[config.mk]
export PLATFORM = sky130hd
export DESIGN_NAME = eth_arp_tx
export DESIGN_NICKNAME = d
export VERILOG_FILES = /design/src/rtl/eth_arp_tx.sv
export SDC_FILE = /design/constraint.sdc
export NUM_CORES = 1
export LEC_CHECK = 0
export BUFFER_PORTS_ARGS = -buffer_cell sky130_fd_sc_hd__buf_2
export CAP_MARGIN = 20
export CORE_MARGIN = 2
export CORE_UTILIZATION = 55
export DETAILED_ROUTE_END_ITERATION = 6
export HOLD_SLACK_MARGIN = 0.12
export PLACE_DENSITY = 0.89
export SLEW_MARGIN = 20
export SYNTH_ARGS = -nofsm -noshare
export SYNTH_HDL_FRONTEND = slang
export SYNTH_SLANG_ARGS = --single-unit
[constraint.sdc]
create_clock -name clk -period 3.55 [get_ports clk]
set_clock_uncertainty 0.2 [all_clocks]
set_input_delay 0.1775 -clock clk [delete_from_list [all_inputs] [get_ports clk]]
set_output_delay 0.1775 -clock clk [all_outputs]
set_load 0.005 [all_outputs]
[src/rtl/eth_arp_tx.sv]
// eth_arp_tx: ARP reply transmitter for the TX path.
// On an arbiter grant (i_arp_sync) the requester and self MAC/IP are latched and a
// complete, zero-padded Ethernet/ARP reply is streamed as big-endian 32-bit words.
// The TX MAC appends the FCS. o_arp_ready is high while idle; its rising edge tells
// the arbiter that the frame has been handed off.
//
// Optional build macro: ARP_TX_GRATUITOUS_EN adds i_grat_req, which starts a
// gratuitous ARP request (broadcast, oper=1, THA=0, TPA=self IP) from idle.
//
// Ports:
//   clk, rst_n      clock, asynchronous active-low reset
//   i_arp_sync      one-cycle grant pulse (reply)
//   i_grat_req      gratuitous request pulse (only with ARP_TX_GRATUITOUS_EN)
//   i_self_mac/ip   own addresses
//   i_req_mac/ip    requester addresses (target of the reply)
//   o_arp_ready     1 = idle; rising edge = frame done
//   o_out_*         word stream (data/sop/eop/vld/empty), i_out_rdy = sink ready
module eth_arp_tx #(
   parameter int FRAME_WORDS = 15
) (
   input  logic        clk,
   input  logic        rst_n,
   input  logic        i_arp_sync,
`ifdef ARP_TX_GRATUITOUS_EN
   input  logic        i_grat_req,
`endif
   input  logic [47:0] i_self_mac,
   input  logic [31:0] i_self_ip,
   input  logic [47:0] i_req_mac,
   input  logic [31:0] i_req_ip,
   output logic        o_arp_ready,
   output logic [31:0] o_out_data,
   output logic        o_out_sop,
   output logic        o_out_eop,
   output logic        o_out_vld,
   output logic [1:0]  o_out_empty,
   input  logic        i_out_rdy
);

   localparam logic [4:0] LastIdx = 5'(FRAME_WORDS - 1);

   typedef enum logic [1:0] {StIdle, StSend, StDone} state_e;

   state_e      r_state;
   logic [4:0]  r_cnt;
   logic [47:0] r_dst_mac;
   logic [47:0] r_src_mac;
   logic [31:0] r_src_ip;
   logic [31:0] r_tgt_ip;
   logic        r_grat;

   logic        w_start;
   logic        w_grat;
   logic [47:0] w_start_dst;
   logic [31:0] w_start_tgt;
   logic [4:0]  w_cnt_nxt;

   // Word map; THA and oper differ between reply and gratuitous request.
   function automatic logic [31:0] f_word(input logic [4:0]  idx,
                                          input logic [47:0] d,
                                          input logic [47:0] s,
                                          input logic [31:0] p,
                                          input logic [31:0] t,
                                          input logic        grat);
      logic [47:0] tha;
      logic [15:0] oper;
      tha  = grat ? 48'h0 : d;
      oper = grat ? 16'h0001 : 16'h0002;
      case (idx)
         5'd0:    f_word = d[47:16];
         5'd1:    f_word = {d[15:0], s[47:32]};
         5'd2:    f_word = s[31:0];
         5'd3:    f_word = 32'h0806_0001;
         5'd4:    f_word = 32'h0800_0604;
         5'd5:    f_word = {oper, s[47:32]};
         5'd6:    f_word = s[31:0];
         5'd7:    f_word = p;
         5'd8:    f_word = tha[47:16];
         5'd9:    f_word = {tha[15:0], t[31:16]};
         5'd10:   f_word = {t[15:0], 16'h0};
         default: f_word = 32'h0;
      endcase
   endfunction

   always_comb begin
`ifdef ARP_TX_GRATUITOUS_EN
      // Reply wins if both requests arrive together.
      w_grat  = i_grat_req & ~i_arp_sync;
      w_start = i_arp_sync | i_grat_req;
`else
      w_grat  = 1'b0;
      w_start = i_arp_sync;
`endif
      w_start_dst = w_grat ? 48'hFFFF_FFFF_FFFF : i_req_mac;
      w_start_tgt = w_grat ? i_self_ip : i_req_ip;
   end

   assign w_cnt_nxt   = r_cnt + 5'd1;
   assign o_out_empty = 2'b00;

   always_ff @(posedge clk or negedge rst_n) begin
      if (!rst_n) begin
         r_state     <= StIdle;
         r_cnt       <= 5'd0;
         r_dst_mac   <= 48'h0;
         r_src_mac   <= 48'h0;
         r_src_ip    <= 32'h0;
         r_tgt_ip    <= 32'h0;
         r_grat      <= 1'b0;
         o_arp_ready <= 1'b1;
         o_out_vld   <= 1'b0;
         o_out_sop   <= 1'b0;
         o_out_eop   <= 1'b0;
         o_out_data  <= 32'h0;
      end else begin
         case (r_state)
            StIdle: begin
               o_arp_ready <= 1'b1;
               if (w_start) begin
                  r_dst_mac   <= w_start_dst;
                  r_src_mac   <= i_self_mac;
                  r_src_ip    <= i_self_ip;
                  r_tgt_ip    <= w_start_tgt;
                  r_grat      <= w_grat;
                  r_cnt       <= 5'd0;
                  r_state     <= StSend;
                  o_arp_ready <= 1'b0;
                  o_out_vld   <= 1'b1;
                  o_out_sop   <= 1'b1;
                  o_out_eop   <= 1'b0;
                  // Latches are loading this cycle, so word 0 comes from the inputs.
                  o_out_data  <= f_word(5'd0, w_start_dst, i_self_mac, i_self_ip,
                                        w_start_tgt, w_grat);
               end
            end
            StSend: begin
               if (i_out_rdy) begin
                  if (r_cnt == LastIdx) begin
                     r_state    <= StDone;
                     o_out_vld  <= 1'b0;
                     o_out_sop  <= 1'b0;
                     o_out_eop  <= 1'b0;
                     o_out_data <= 32'h0;
                  end else begin
                     r_cnt      <= w_cnt_nxt;
                     o_out_sop  <= 1'b0;
                     o_out_eop  <= (w_cnt_nxt == LastIdx);
                     o_out_data <= f_word(w_cnt_nxt, r_dst_mac, r_src_mac, r_src_ip,
                                          r_tgt_ip, r_grat);
                  end
               end
            end
            StDone: begin
               r_state     <= StIdle;
               o_arp_ready <= 1'b1;
            end
            default: r_state <= StIdle;
         endcase
      end
   end

endmodule

==> results.py, run 1 <==
metrics = {
    "run_status": {
        "status": "finished, violations left",
        "violations": "DRC",
    },
    "clock_tree": {
        "cts_root_buf": "clkbuf_16",
        "cts_tree": "done",
        "worstSkewPairLatency_ns": 0.52,
        "cts_buffers": 22,
        "cts_max_path_buffers": 3,
        "cts.sinks": 203,
        "cts.repair.resized": 0,
        "cts.htree.levels": 1,
        "clk_pin_slew_worst_paths_ns": 0.07,
    },
    "placement": {
        "numPortBuffers": 199,
        "place_hpwl_mm": 17.6,
        "finalWeightedCongestion": 0.911,
    },
    "synth": {
        "syn-cell-area_um2": 9320,
        "ys_seq_area_share_pct": 54.5,
        "ys_top_cells_by_area": "dfrtp_1, nand2_1, a221oi_1",
        "ys_ff_latch": 203,
        "ys_warn_count": 0,
        "synth_edf_count": 0,
        "avgSynthCellArea_um2": 8.71,
        "synth_top_area_share_pct": 54.2,
        "async_reset_ff_share_pct": 100,
        "synthCells": 1070,
        "synth_flop_cell": "dfrtp_1",
        "synth.distinct_cells": 50,
        "synth_top_area_cell": "dfrtp_1",
    },
    "timing": {
        "finalHoldViolCount": 0,
        "min_period_over_period_pct": 90.2,
        "setup_viol_count_final": 0,
        "fmax_ghz": 0.312,
        "finalSetupTns_ns": 0,
        "tightestPinTransition_ns": 0.971,
        "slew_violations": 0,
        "rsz0062_at_grt": "no",
        "fin_crit_ns": 3.20,
        "slew_headroom_pct": 35.3,
    },
    "floorplanning": {
        "rows": 47,
        "dieArea_um2": 18000,
        "core_area_um2": 16600,
        "die_w_um": 134,
        "pin_count": 202,
        "die_h_um": 134,
        "initial_core_util_pct": 56.2,
    },
    "grt": {
        "grtUsageMet3_pct": 8.96,
        "grt_max_degree": 101,
        "grt_pass1_wl_mm": 53.9,
        "overflow": 0,
        "grt_pass1_vias": 10300,
        "use_met2_pct": 61.2,
        "use_met1_pct": 46.9,
        "antenna_found_initial": 2,
        "top_usage_layer": "met2",
        "grtUsageTotal_pct": 38.3,
    },
    "worst_setup_path": {
        "start_kind": "flop",
        "path_buf_inv": 1,
        "path_delay_family": "compound AO/OA/AOI/OAI gates",
        "crit_required_ns": 3.73,
        "crit_path_max_incr_delay_ns": 0.60,
        "crit_path_top_delay_cell": "ha_1",
        "crit_type": "reg -> reg",
        "critPathCaptureType": "flop",
        "cp_max_fo": 16,
        "crit_chain": "ha_1, xor2_1, a2bb2oi_2, nor2b_1, a211o_1, o41ai_4, buf_4, a221oi_1",
        "arrival_ns": 3.38,
    },
    "power_and_ir_drop": {
        "combinationalPowerShare_pct": 39.5,
        "ir_drop_mv": 0.625,
        "clkPwrFrac_pct": 22.1,
        "switchingPower_mw": 4.49,
        "power.density_nw_per_um2": 846,
        "seqPwrFrac_pct": 38.5,
        "internal_power_mw": 6.46,
        "leakage_nw": 6.61,
        "p_sw_share_pct": 41.0,
    },
    "flow_run": {
        "cap_violations": 0,
    },
    "layout": {
        "final_util_pct": 78.0,
        "syn_to_final_growth_pct": 38.8,
        "final_layout_size_suffix_gt1_share_pct": 19.8,
        "nets": 1578,
    },
    "drt": {
        "first_pass_iters": 7,
        "route.detailed.drc": 3,
        "drtAntennaViolNets": 0,
        "vias": 10100,
        "post_drt_wl_per_cell_um": 20.9,
        "drt_first_iter_violations": 1397,
        "wl_mm": 34.4,
        "drt-vias-per-instance": 6.16,
    },
    "min_path": {
        "hold_class": "in -> reg",
    },
}
[logic make-up (layout without fill, tap and decap cells)]
| family | count (synthesis) | after routing | synth area share [%] |
|---|---|---|---|
| and+or+nand+nor | 594 | 594 | 24.6 |
| DFF | 203 | 203 | 54.5 |
| AOI/OAI and AO/OA | 176 | 176 | 15.5 |
| buffers and inverters | 82 | 436 | 3.76 |
| xor gates and xnor gates | 6 | 6 | 0.564 |
| adders and majority gates | 5 | 5 | 0.671 |
| muxes | 3 | 3 | 0.376 |
| other | 1 | 4 | 0.0402 |
[synthesized netlist by cell type, drive strengths merged (3+ instances only)]
master and count:
nand2 524, dfrtp 202, clkbuf 60, a221oi 49
nor2 45, a22o 31, o21ai 25, a22oi 18
o21a 16, buf 15, o211ai 12, a21oi 8
inv 7, nand3 6, nor2b 6, ha 5
xor2 5, o31ai 3
[final cells by class]
cell class | count | area, µm²
Antenna cell | 2 | 5.00
Inverter | 7 | 26.3
Tap cell | 220 | 275
Clock buffer | 25 | 572
Fill cell | 962 | 3640
Clock inverter | 15 | 169
Sequential cell | 203 | 5080
Timing Repair Buffer | 389 | 2890
Multi-Input combinational cell | 786 | 3930
[metal layers]
layer | part of all wire [%] | up-vias | wire length, µm
met2 | 46 | 926 | 15700
met4 | 7.9 | 0 | 2730
li1 | - | 4229 | -
met3 | 11 | 271 | 3910
met5 | 0 | - | 0
met1 | 35 | 4720 | 12100
[stage by stage]
| step | cell area (µm²) | setup WS, ns | instances | hold WS (ns) | total power, mW |
|---|---|---|---|---|---|
| 6_report | 12900 | 0.347 | 1647 | 0.191 | 11.0 |
| 5_1_grt | 12900 | 0.221 | 1647 | 0.203 | 11.5 |
| 4_1_cts | 12900 | 0.494 | 1645 | 0.169 | 10.5 |
| 3_3_place_gp | 10500 | 0.623 | 1440 | -0.0274 | 7.75 |
| 2_1_floorplan | 9330 | 0.708 | 1071 | -0.318 | 6.61 |
| 3_5_place_dp | 10500 | 0.500 | 1440 | -0.0259 | 7.94 |
[path summary, 6_finish.rpt]
path	slack [ns]	from	cells after the start	endpoint
max	0.35	r_cnt[1]$_DFFE_PN0P_	8	o_out_data[3]$_DFFE_PN0P_
min	0.19	i_self_mac[19]	4	r_src_mac[19]$_DFFE_PN0P_
max reg2reg	0.35	r_cnt[1]$_DFFE_PN0P_	8	o_out_data[3]$_DFFE_PN0P_
min reg2reg	0.28	r_dst_mac[35]$_DFFE_PN0P_	2	r_dst_mac[35]$_DFFE_PN0P_
max in group asynchronous	1.99	rst_n	4	r_tgt_ip[27]$_DFFE_PN0P_
min in group asynchronous	0.58	rst_n	4	o_out_data[23]$_DFFE_PN0P_
[sequential cells by signal, indices dropped and copies added, names as in the netlist]
name / count
o_arp_ready: 1
r_src_ip: 32
r_dst_mac: 48
r_src_mac: 48
o_out_data: 32
o_out_sop: 1
r_state: 2
r_cnt: 5
r_tgt_ip: 32
o_out_eop: 1
o_out_vld: 1
[power by group through the flow]
| stage | registers (mW) | logic (mW) | clock network (mW) |
|---|---|---|---|
| after floorplan | 3.89 | 2.72 | 0 |
| after global placement | 4.08 | 3.67 | 0 |
| after detailed placement | 4.11 | 3.83 | 0 |
| after CTS | 4.10 | 4.02 | 2.37 |
| after global routing | 4.28 | 4.69 | 2.49 |
| final | 4.22 | 4.32 | 2.42 |
[worst min-delay path, delay by kind of cell]
| family | cells | cell delay [ns] |
|---|---|---|
| buffers and inverters | 2 | 0.62 |
| and+or+nand+nor | 2 | 0.08 |
[timing repair]
| action | CTS | global route |
|---|---|---|
| hold endpoints to repair | 397 | 0 |
| setup buffers | 0 | 0 |
| hold buffers | 165 | 0 |
[cell usage in the layout, fill, tap and decap left out, types with 6 or more instances in the layout]
| master | Yosys | final |
|---|---|---|
| a221oi_2 | 9 | 9 |
| nor2b_1 | 6 | 6 |
| dlygate4sd3_1 | 0 | 164 |
| inv_1 | 7 | 7 |
| a22oi_1 | 18 | 18 |
| buf_2 | 1 | 198 |
| a21oi_1 | 8 | 7 |
| clkinv_2 | 0 | 8 |
| o21ai_0 | 25 | 24 |
| dfrtp_1 | 202 | 202 |
| o21a_1 | 16 | 16 |
| o211ai_1 | 12 | 12 |
| a22o_1 | 31 | 31 |
| a221oi_1 | 40 | 40 |
| buf_4 | 3 | 23 |
| clkbuf_16 | 0 | 22 |
| nand2_1 | 524 | 523 |
| nor2_1 | 45 | 44 |
| nand3_1 | 6 | 6 |
(Power assumes the default switching activity.)
==> run 2: changes to the inputs <==
--- a/config.mk
+++ b/config.mk
@@ -5,13 +5,14 @@
 export SDC_FILE = /design/constraint.sdc
 export NUM_CORES = 1
 export LEC_CHECK = 0
+export ABC_AREA = 1
 export BUFFER_PORTS_ARGS = -buffer_cell sky130_fd_sc_hd__buf_2
 export CAP_MARGIN = 20
 export CORE_MARGIN = 2
 export CORE_UTILIZATION = 55
 export DETAILED_ROUTE_END_ITERATION = 6
 export HOLD_SLACK_MARGIN = 0.12
-export PLACE_DENSITY = 0.89
+export PLACE_DENSITY = 0.88
 export SLEW_MARGIN = 20
 export SYNTH_ARGS = -nofsm -noshare
 export SYNTH_HDL_FRONTEND = slang
==> run 2 against run 1 <==
  * Sequential share of layout area down 1.9 points
  * Non-clock buffer count up 29
  * Synthesized area up 4.0%
  * Global-route usage up 1.4 points
  * Worst setup slack better by 0.17 ns
  * Via count up 7.5%
  * Largest cell class unchanged
  * The flow still finishes with violations (DRC)
  * Critical endpoint is now o_out_data[22]$_DFFE_PN0P_
  * Die area up 3.9%
  * Register-to-register slack better by 0.17 ns
  * Sequential power about the same
==> results.py, run 2 <==
metrics = {
    "run_status": {
        "violations": "DRC",
        "status": "finished, violations left",
    },
    "power_and_ir_drop": {
        "power.density_nw_per_um2": 856,
        "ir_drop_mv": 0.555,
        "power_mw": 11.6,
        "leakage_nw": 7.28,
    },
    "layout": {
        "final_area_um2": 13600,
        "nets": 1846,
        "finalNonFillerCells": 1921,
        "reg_top3": "r_dst_mac: 48 flops, r_src_mac: 48 flops",
        "final_layout_size_suffix_gt1_share_pct": 15.7,
        "final_common_cell": "nand2_1",
        "syn_to_final_growth_pct": 40.1,
        "mostFrequentLayoutCells": "nand2_1, dlygate4sd3_1, dfrtp_1",
    },
    "drt": {
        "vias": 10900,
        "drtAntennaViolNets": 0,
        "route.detailed.drc": 4,
        "post_drt_wl_per_cell_um": 19.0,
        "first_pass_iters": 7,
        "drt_first_iter_violations": 1656,
        "wl_mm": 36.5,
        "drt-vias-per-instance": 5.68,
    },
    "worst_setup_path": {
        "crit_path_max_incr_delay_ns": 0.65,
        "arrival_ns": 3.26,
        "cp_max_fo": 16,
        "crit_type": "reg -> reg",
        "crit_top_cell": "nand2_1",
        "startpoint": "r_cnt[0]$_DFFE_PN0P_",
        "reg2reg_from": "r_cnt[0]$_DFFE_PN0P_",
        "start_kind": "flop",
        "crit_chain": "ha_1, nand4_1, nand2_2, nand2_1, nor2_2, nand2_1, nand3_1, nand2_1, a21oi_1",
        "crit_required_ns": 3.78,
        "crit_path_top_delay_cell": "nor2_2",
        "critPathCaptureType": "flop",
    },
    "clock_tree": {
        "cts_buffers": 22,
        "clk_pin_slew_worst_paths_ns": 0.06,
        "cts_hold_buf": 204,
        "cts_root_buf": "clkbuf_16",
        "worstSkewPairLatency_ns": 0.51,
        "cts.htree.levels": 1,
        "cts_max_path_buffers": 3,
        "cts.repair.resized": 0,
        "cts.sinks": 203,
        "cts_tree": "done",
        "cts_post_setup_buffers_inserted": 0,
    },
    "synth": {
        "ys_ff_latch": 203,
        "ys_warn_count": 0,
        "ys_seq_area_share_pct": 52.4,
        "ys_top_cells_by_count": "nand2_1, dfrtp_1, inv_1",
        "synth.distinct_cells": 32,
        "synthCells": 1298,
        "synth_top_area_cell": "dfrtp_1",
        "synth_edf_count": 0,
        "ys_top_cells_by_area": "dfrtp_1, nand2_1, inv_1",
        "synth.most_common_cell": "nand2_1",
        "synth_top_area_share_pct": 52.1,
        "synth_flop_cell": "dfrtp_1",
        "avgSynthCellArea_um2": 7.47,
        "async_reset_ff_share_pct": 100,
        "syn-cell-area_um2": 9690,
    },
    "timing": {
        "rsz0062_at_grt": "no",
        "fin_crit_ns": 3.03,
        "slew_headroom_pct": 39.1,
        "slew_violations": 0,
        "tightestPinTransition_ns": 0.914,
        "hold_ws_ns": 0.155,
        "min_period_over_period_pct": 85.4,
        "finalSetupTns_ns": 0,
        "fmax_ghz": 0.330,
        "setup_viol_count_final": 0,
        "finalHoldViolCount": 0,
    },
    "floorplanning": {
        "initial_core_util_pct": 56.2,
        "die_w_um": 137,
        "die_h_um": 137,
        "core_area_um2": 17200,
        "rows": 48,
        "pin_count": 202,
        "dieArea_um2": 18700,
    },
    "grt": {
        "grt_pass1_wl_mm": 56.3,
        "grt_max_degree": 181,
        "grt_pass1_vias": 10700,
        "overflow": 0,
        "grtUsageTotal_pct": 39.7,
        "antenna_found_initial": 2,
    },
    "placement": {
        "dp.cells": 1674,
        "numPortBuffers": 199,
        "postPlaceCellArea_um2": 10800,
        "place_hpwl_mm": 19.1,
        "finalWeightedCongestion": 0.987,
    },
    "flow_run": {
        "cap_violations": 0,
    },
    "min_path": {
        "hold_class": "in -> async",
    },
}
[run 2: final timing paths]
check	slack, ns	depth (start not counted)	to
worst min register to register	0.28	2	r_src_mac[38]$_DFFE_PN0P_
worst max-delay path	0.52	9	o_out_data[22]$_DFFE_PN0P_
worst min-delay path	0.15	2	r_src_mac[23]$_DFFE_PN0P_
min in group clk	0.20	4	r_src_ip[11]$_DFFE_PN0P_
worst max register to register	0.52	9	o_out_data[22]$_DFFE_PN0P_
max in group asynchronous	2.12	3	r_src_mac[38]$_DFFE_PN0P_
[run 2: worst max-delay path, delay by kind of cell (launching register included)]
kind	cells	cell delay, ns
adder cells (fa/ha/maj)	1	0.37
AND/OR/NAND/NOR	7	1.70
AO/OA/AOI/OAI	1	0.17
flip-flops	1	0.51
[run 2: area by class of cell]
| cell class | instances | area, µm² |
|---|---|---|
| sequential | 203 | 5080 |
| inverter | 139 | 524 |
| clock inverter | 9 | 103 |
| timing repair buffer | 418 | 3200 |
| clock buffer | 31 | 626 |
| fill | 983 | 3650 |
| antenna | 3 | 7.51 |
| tap | 225 | 282 |
| multi-input combinational | 893 | 3770 |
[run 2: cell families after synthesis]
group | Yosys count | share of synthesized area (%)
fa+ha+maj | 5 | 0.645
buf+inv | 203 | 8.93
other cells | 1 | 0.0387
xor+xnor | 2 | 0.258
simple gates | 736 | 29.9
compound gates | 148 | 7.80
flops | 203 | 52.4
[run 2: per-layer routing]
layer | vias to the layer above | part of all wire (%) | global-route usage (%)
li1 | 4714 | - | -
met1 | 4951 | 36 | 50.0
met2 | 960 | 44 | 60.9
met3 | 286 | 13 | 11.8
met4 | 0 | 7.3 | 23.1
met5 | - | 0 | 0
[run 2: power by group]
part | internal [mW] | switching, mW | total (mW)
clock network | 1.38 | 0.984 | 2.36
logic | 1.69 | 3.37 | 5.06
registers | 3.41 | 0.792 | 4.20
[run 2: stage by stage]
step / utilization, % / setup slack [ns]
after global placement: 62.7 / 0.715
after floorplan: - / 1.37
final: 78.8 / 0.517
after CTS: 78.8 / 0.613
after detailed placement: 62.7 / 0.632
after global routing: 78.8 / 0.326
